--- src/rtl/fetch_unit.sv ---
// Single-outstanding instruction fetch stage with a one-entry decode buffer.
// Optional macro FETCH_BRANCH_PRED_EN enables use of pred_taken/pred_target.
module fetch_unit #(
  parameter logic [31:0] RESET_PC = 32'h0000_0000
) (
  input  logic        clk,
  input  logic        reset,
  output logic [31:0] pc_f,
  input  logic        pred_taken,
  input  logic [31:0] pred_target,
  output logic        imem_req_valid,
  input  logic        imem_req_ready,
  output logic [31:0] imem_addr,
  input  logic        imem_rsp_valid,
  input  logic [31:0] imem_rsp_data,
  input  logic        redirect_valid,
  input  logic [31:0] redirect_pc,
  output logic        instr_valid,
  input  logic        instr_ready,
  output logic [31:0] instr_d,
  output logic [31:0] pc_d,
  output logic        pred_taken_d
);

  typedef enum logic [1:0] {IDLE, WAIT, DRAIN} state_e;

  state_e      state_q, state_d;
  logic [31:0] fetch_pc_q, fetch_pc_d;
  logic [31:0] fl_pc_q, fl_pc_d;
  logic        fl_pred_q, fl_pred_d;
  logic        dec_vld_q, dec_vld_d;
  logic [31:0] dec_instr_q, dec_instr_d;
  logic [31:0] dec_pc_q, dec_pc_d;
  logic        dec_pred_q, dec_pred_d;

  logic        buf_free, accept, rsp_take, take_pred;
  logic [31:0] pc_plus4, next_seq;

  assign pc_plus4 = fetch_pc_q + 32'd4;
  assign buf_free = !dec_vld_q || instr_ready;
  assign accept   = imem_req_valid && imem_req_ready;
  assign rsp_take = (state_q == WAIT) && imem_rsp_valid && !redirect_valid;

`ifdef FETCH_BRANCH_PRED_EN
  assign take_pred = pred_taken;
  assign next_seq  = pred_taken ? pred_target : pc_plus4;
  logic unused_sig;
  assign unused_sig = ^redirect_pc[1:0];
`else
  assign take_pred = 1'b0;
  assign next_seq  = pc_plus4;
  logic unused_sig;
  assign unused_sig = ^{pred_taken, pred_target, redirect_pc[1:0]};
`endif

  // State register
  always_ff @(posedge clk) begin
    if (reset) state_q <= IDLE;
    else       state_q <= state_d;
  end

  // Next-state logic
  always_comb begin
    state_d = state_q;
    case (state_q)
      IDLE:  if (accept) state_d = WAIT;
      WAIT: begin
        if (redirect_valid)      state_d = imem_rsp_valid ? IDLE : DRAIN;
        else if (imem_rsp_valid) state_d = IDLE;
      end
      // The response that lands here belongs to a flushed request, even if
      // another redirect arrives alongside it.
      DRAIN: if (imem_rsp_valid) state_d = IDLE;
      default: state_d = IDLE;
    endcase
  end

  // Output logic
  always_comb begin
    imem_req_valid = !reset && (state_q == IDLE) && !redirect_valid && buf_free;
    imem_addr      = fetch_pc_q;
    pc_f           = fetch_pc_q;
    instr_valid    = dec_vld_q;
    instr_d        = dec_instr_q;
    pc_d           = dec_pc_q;
    pred_taken_d   = dec_pred_q;
  end

  // Datapath next values
  always_comb begin
    fetch_pc_d  = fetch_pc_q;
    fl_pc_d     = fl_pc_q;
    fl_pred_d   = fl_pred_q;
    dec_vld_d   = dec_vld_q;
    dec_instr_d = dec_instr_q;
    dec_pc_d    = dec_pc_q;
    dec_pred_d  = dec_pred_q;
    if (redirect_valid) begin
      fetch_pc_d = {redirect_pc[31:2], 2'b00};
    end else if (accept) begin
      fetch_pc_d = next_seq;
      fl_pc_d    = fetch_pc_q;
      fl_pred_d  = take_pred;
    end
    if (rsp_take) begin
      dec_vld_d   = 1'b1;
      dec_instr_d = imem_rsp_data;
      dec_pc_d    = fl_pc_q;
      dec_pred_d  = fl_pred_q;
    end else if (redirect_valid || (dec_vld_q && instr_ready)) begin
      dec_vld_d = 1'b0;
    end
  end

  always_ff @(posedge clk) begin
    if (reset) begin
      fetch_pc_q  <= RESET_PC;
      fl_pc_q     <= '0;
      fl_pred_q   <= 1'b0;
      dec_vld_q   <= 1'b0;
      dec_instr_q <= '0;
      dec_pc_q    <= '0;
      dec_pred_q  <= 1'b0;
    end else begin
      fetch_pc_q  <= fetch_pc_d;
      fl_pc_q     <= fl_pc_d;
      fl_pred_q   <= fl_pred_d;
      dec_vld_q   <= dec_vld_d;
      dec_instr_q <= dec_instr_d;
      dec_pc_q    <= dec_pc_d;
      dec_pred_q  <= dec_pred_d;
    end
  end

endmodule
--- config.mk ---
export PLATFORM = sky130hd
export DESIGN_NAME = fetch_unit
export DESIGN_NICKNAME = d
export VERILOG_FILES = /design/src/rtl/fetch_unit.sv
export SDC_FILE = /design/constraint.sdc
export NUM_CORES = 1
export LEC_CHECK = 0
export ABC_AREA = 1
export CAP_MARGIN = 20
export CORE_MARGIN = 3
export CORE_UTILIZATION = 36
export CTS_BUF_LIST = sky130_fd_sc_hd__clkbuf_4
export CTS_CLUSTER_DIAMETER = 100
export DETAILED_ROUTE_END_ITERATION = 7
export GPL_ROUTABILITY_DRIVEN = 0
export GPL_TIMING_DRIVEN = 0
export PLACE_DENSITY = 0.65
export SKIP_CTS_REPAIR_TIMING = 1
export SYNTH_ARGS = -nofsm -noshare
export SYNTH_HDL_FRONTEND = slang
export SYNTH_SLANG_ARGS = --single-unit
--- constraint.sdc ---
create_clock -name clk -period 2.3 [get_ports clk]
set_clock_uncertainty 0.15 [all_clocks]
set_input_delay 0.46 -clock clk [delete_from_list [all_inputs] [get_ports clk]]
set_output_delay 0.46 -clock clk [all_outputs]
set_load 0.03 [all_outputs]
==> metrics.md <==
| Metric | Value |
|---|---|
| Status | `finished, final reports clean` |
| Drt via density | `4.724` |
| Async S/R FF share, synth | `0%` |
| Total CTS buffers | `17` |
| CP arrival | `about 1600 ps` |
| CTS Root Cell | `clkbuf_4` |
| Hold Startpoint | `redirect_valid` |
| Starting DRT DRC Count | `518` |
| Internal power | `about 0.0034 W` |
| Fraction of layout cells with a size suffix above 1 | `13.80%` |
| CP max stage delay | `around 690 ps` |
| # DRC | `0` |
| Via count | `~6000` |
| Largest net degree at the start of global routing | `17` |
| Met2 GRT Util | `about a third` |
| Die H | `~130 um` |
| Row cnt | `45` |
| Synth Register Bits | `125` |
| Slowest cell on crit path | `clkdlybuf4s50_1` |
| Die Area | `between 15000 and 20000 um^2` |
| Leak | `~4.5 nW` |
| YS warnings | `0` |
| Seq/Total Area, Yosys | `roughly 43%` |
| CP cell instances | `clkdlybuf4s50_1` |
| WL/cell | `roughly 15 um` |
| Register-to-Register Path Depth | `10` |
| Unrepaired setup endpoints after global routing | `false` |
| Min-Delay Path Depth | `4` |
| Main synth FF type | `dfxtp_1` |
| Worst hold path class | `in2reg` |
| Crit Path Max Fanout | `6` |
| # port buffers | `190` |
| First-pass GRT wire length | `around 29 mm` |
| Final setup fails | `0` |
| Die X | `133.5 um` |
| H-tree lvl count | `4` |
| Pre-CTS setup slack | `-242.3 ps` |
| Most frequent cells in the layout | `177 x nor2_1, 131 x clkdlybuf4s50_1, 120 x nand2_1, 107 x dfxtp_1, 95 x o21ai_0` |
| Clock transition at the registers of the reported paths | `110 ps` |
| Syn avg cell area | `between 7 and 8 um^2` |
| CP Depth | `1` |
| Vias in the first global route | `5627` |
| WS Path Type | `reg2out` |
| Synthesis-to-layout area growth | `45.05%` |
| Clk_lat worst skew | `between 500 and 600 ps` |
| Most congested layer reported by global routing | `met2` |
| EDFF count, synth | `0` |
| Gate power share | `between 10% and 20%` |
| Worst VDD drop | `around 370 uV` |
| Setup crit start kind | `flop` |
| Commonest non-fill, non-tap cell in the layout | `nor2_1` |
| Num ports | `roughly 230` |
| Clock Path Buffers | `2` |
| Netlist cell types | `35` |
| Hold Path End | `imem_addr[6]` |
| Final hold violations | `0` |
| Post-DP HPWL | `14.23 mm` |
| Final nets | `between 1000 and 1500` |
| Post-Synthesis Cells | `just over 800` |
| Core area | `15540 um^2` |
| Final Instance Count excl. Fillers | `about 1300` |
| Overflow after GRT | `0` |
| Pwr dens | `between 500 and 600 nW/um^2` |
| Initial antenna violation count | `0` |
| R2R setup slack | `around 330 ps` |
| Worst slew pin tran | `598.0 ps` |
| Number of max-cap violations | `0` |
| Required @ worst endpoint | `roughly 1700 ps` |
| GR Layer Usage met1 | `27.79%` |
| Minimum clock period | `2216 ps` |
| Overall global routing resource usage | `roughly a fifth` |
| Starting Density | `between 30 and 40%` |
| F_max | `~450 MHz` |
| Slew headroom | `between 60% and 70%` |
| DRT Wirelength | `about 19 mm` |
| Final Power | `0.004777 W` |
| Crit path max-delay family | `buffers and inverters` |
| Cell area after synthesis | `about 5900 um^2` |
| CTS sink cnt | `around 130` |
| Sequential share of power | `49.2%` |
| First-pass DRT Iterations | `5` |
| Fin crit share | `a little over nine tenths` |
| RR Endpoint | `imem_addr[28]` |
| CTS tree | `done` |
| Placed cell count | `1231` |
| Worst Setup Slack, final | `~84 ps` |
| Post-DRT Antenna Nets | `0` |
| Clk network pwr share | `around 33%` |
| CP Capture Type | `output port` |
| Max-slew violation count | `0` |
| Worst Path Buf+Inv | `1` |
| Switch Pwr | `roughly 0.0014 W` |
| Switch share | `approximately 29%` |
| Critical R2R Launch | `imem_addr[3]` |
| Final Core Density | `around 55%` |
| GR Util met3 | `4.192%` |
[cell usage after synthesis, types with 2 or more instances]
master,number,area [um^2]
a211oi_1,7,52.55
a21oi_1,32,160.2
a22oi_1,3,22.52
a31oi_1,4,25.02
and2_1,3,18.77
buf_1,2,7.510
buf_2,17,85.08
buf_4,42,315.3
buf_6,3,33.78
clkbuf_1,11,41.29
dfxtp_1,125,2502
inv_1,68,255.2
inv_2,4,15.01
nand2_1,120,450.4
nand2_2,3,18.77
nand3_1,51,255.2
nand3_2,4,40.04
nand4_1,3,18.77
nor2_1,177,664.4
nor2_2,10,62.56
nor2_4,11,123.9
nor3_1,4,20.02
o211ai_1,3,22.52
o21ai_0,95,475.5
o21ai_1,9,45.04
xor2_1,4,35.03
[worst reg2reg max path, delay by kind of cell (launching register included)]
kind,cells,cell delay (ps)
adder cells (fa/ha/maj),1,300
buffers and inverters,1,30
flip-flops,1,470
AND/OR/NAND/NOR,8,920
[per-stage QoR]
| step | hold WS (ps) | TNS [ps] | cell area, um^2 |
|---|---|---|---|
| 5_1_grt | 228.8 | 0 | 8486 |
| 4_1_cts | 214.4 | -7586 | 8320 |
| 2_1_floorplan | 279.1 | 0 | 5874 |
| 3_3_place_gp | 316.0 | -371.6 | 8040 |
| 3_5_place_dp | 316.1 | -377.2 | 8040 |
| 6_report | 257.4 | 0 | 8488 |
[cell type report]
| cell class | instances | area [um^2] |
|---|---|---|
| well taps | 211 | 264.0 |
| multi-input cells | 555 | 2590 |
| clock inverters | 10 | 122.6 |
| inverters | 73 | 274.0 |
| clock buffers | 21 | 157.7 |
| fillers | 1533 | 7052 |
| plain buffers | 77 | 508.0 |
| repair buffers | 190 | 2044 |
| flip-flops and latches | 125 | 2525 |
| diodes | 1 | 2.502 |
[power groups by stage]
stage                     clock [W]  sequential, W  combinational, W
after CTS                   0.00160        0.00234          0.000867
final                       0.00157        0.00235          0.000854
after global routing        0.00170        0.00236          0.000918
after detailed placement          0        0.00239          0.000863
after global placement            0        0.00239          0.000860
after floorplan                   0        0.00248          0.000381
[how the worst max path moves through the flow]
stage	startpoint	endpoint
CTS	imem_addr[6]	pc_f[6]
floorplan	imem_addr[3]	imem_addr[26]
global route	imem_addr[19]	imem_addr[19]
finish	imem_addr[19]	imem_addr[19]
detailed placement	reset	imem_req_valid
global placement	reset	imem_req_valid
[sequential cells by signal (all words and copies together), names as in the netlist]
| signal | flops |
|---|---|
| state_q | 2 |
| imem_addr | 30 |
| pc_d | 30 |
| instr_valid | 1 |
| instr_d | 32 |
| fl_pc_q | 30 |
[metal layers]
| metal | vias up | share of wire [%] |
|---|---|---|
| met1 | 2705 | 46 |
| met4 | 0 | 1.4 |
| li1 | 3040 | - |
| met3 | 19 | 6.5 |
| met5 | - | 0 |
| met2 | 202 | 47 |
[cells by family (layout without fill, tap and decap cells)]
family,after synthesis,in the layout,synth area share [%]
DFF,125,125,42.76
xor gates and xnor gates,5,5,0.7483
AOI/OAI and AO/OA,154,154,13.92
other,1,8,0.06408
buffers and inverters,150,371,13.36
adders and majority gates,1,1,0.2138
and+or+nand+nor,388,388,28.93
Note: power is estimated with default switching activity, not from simulation.
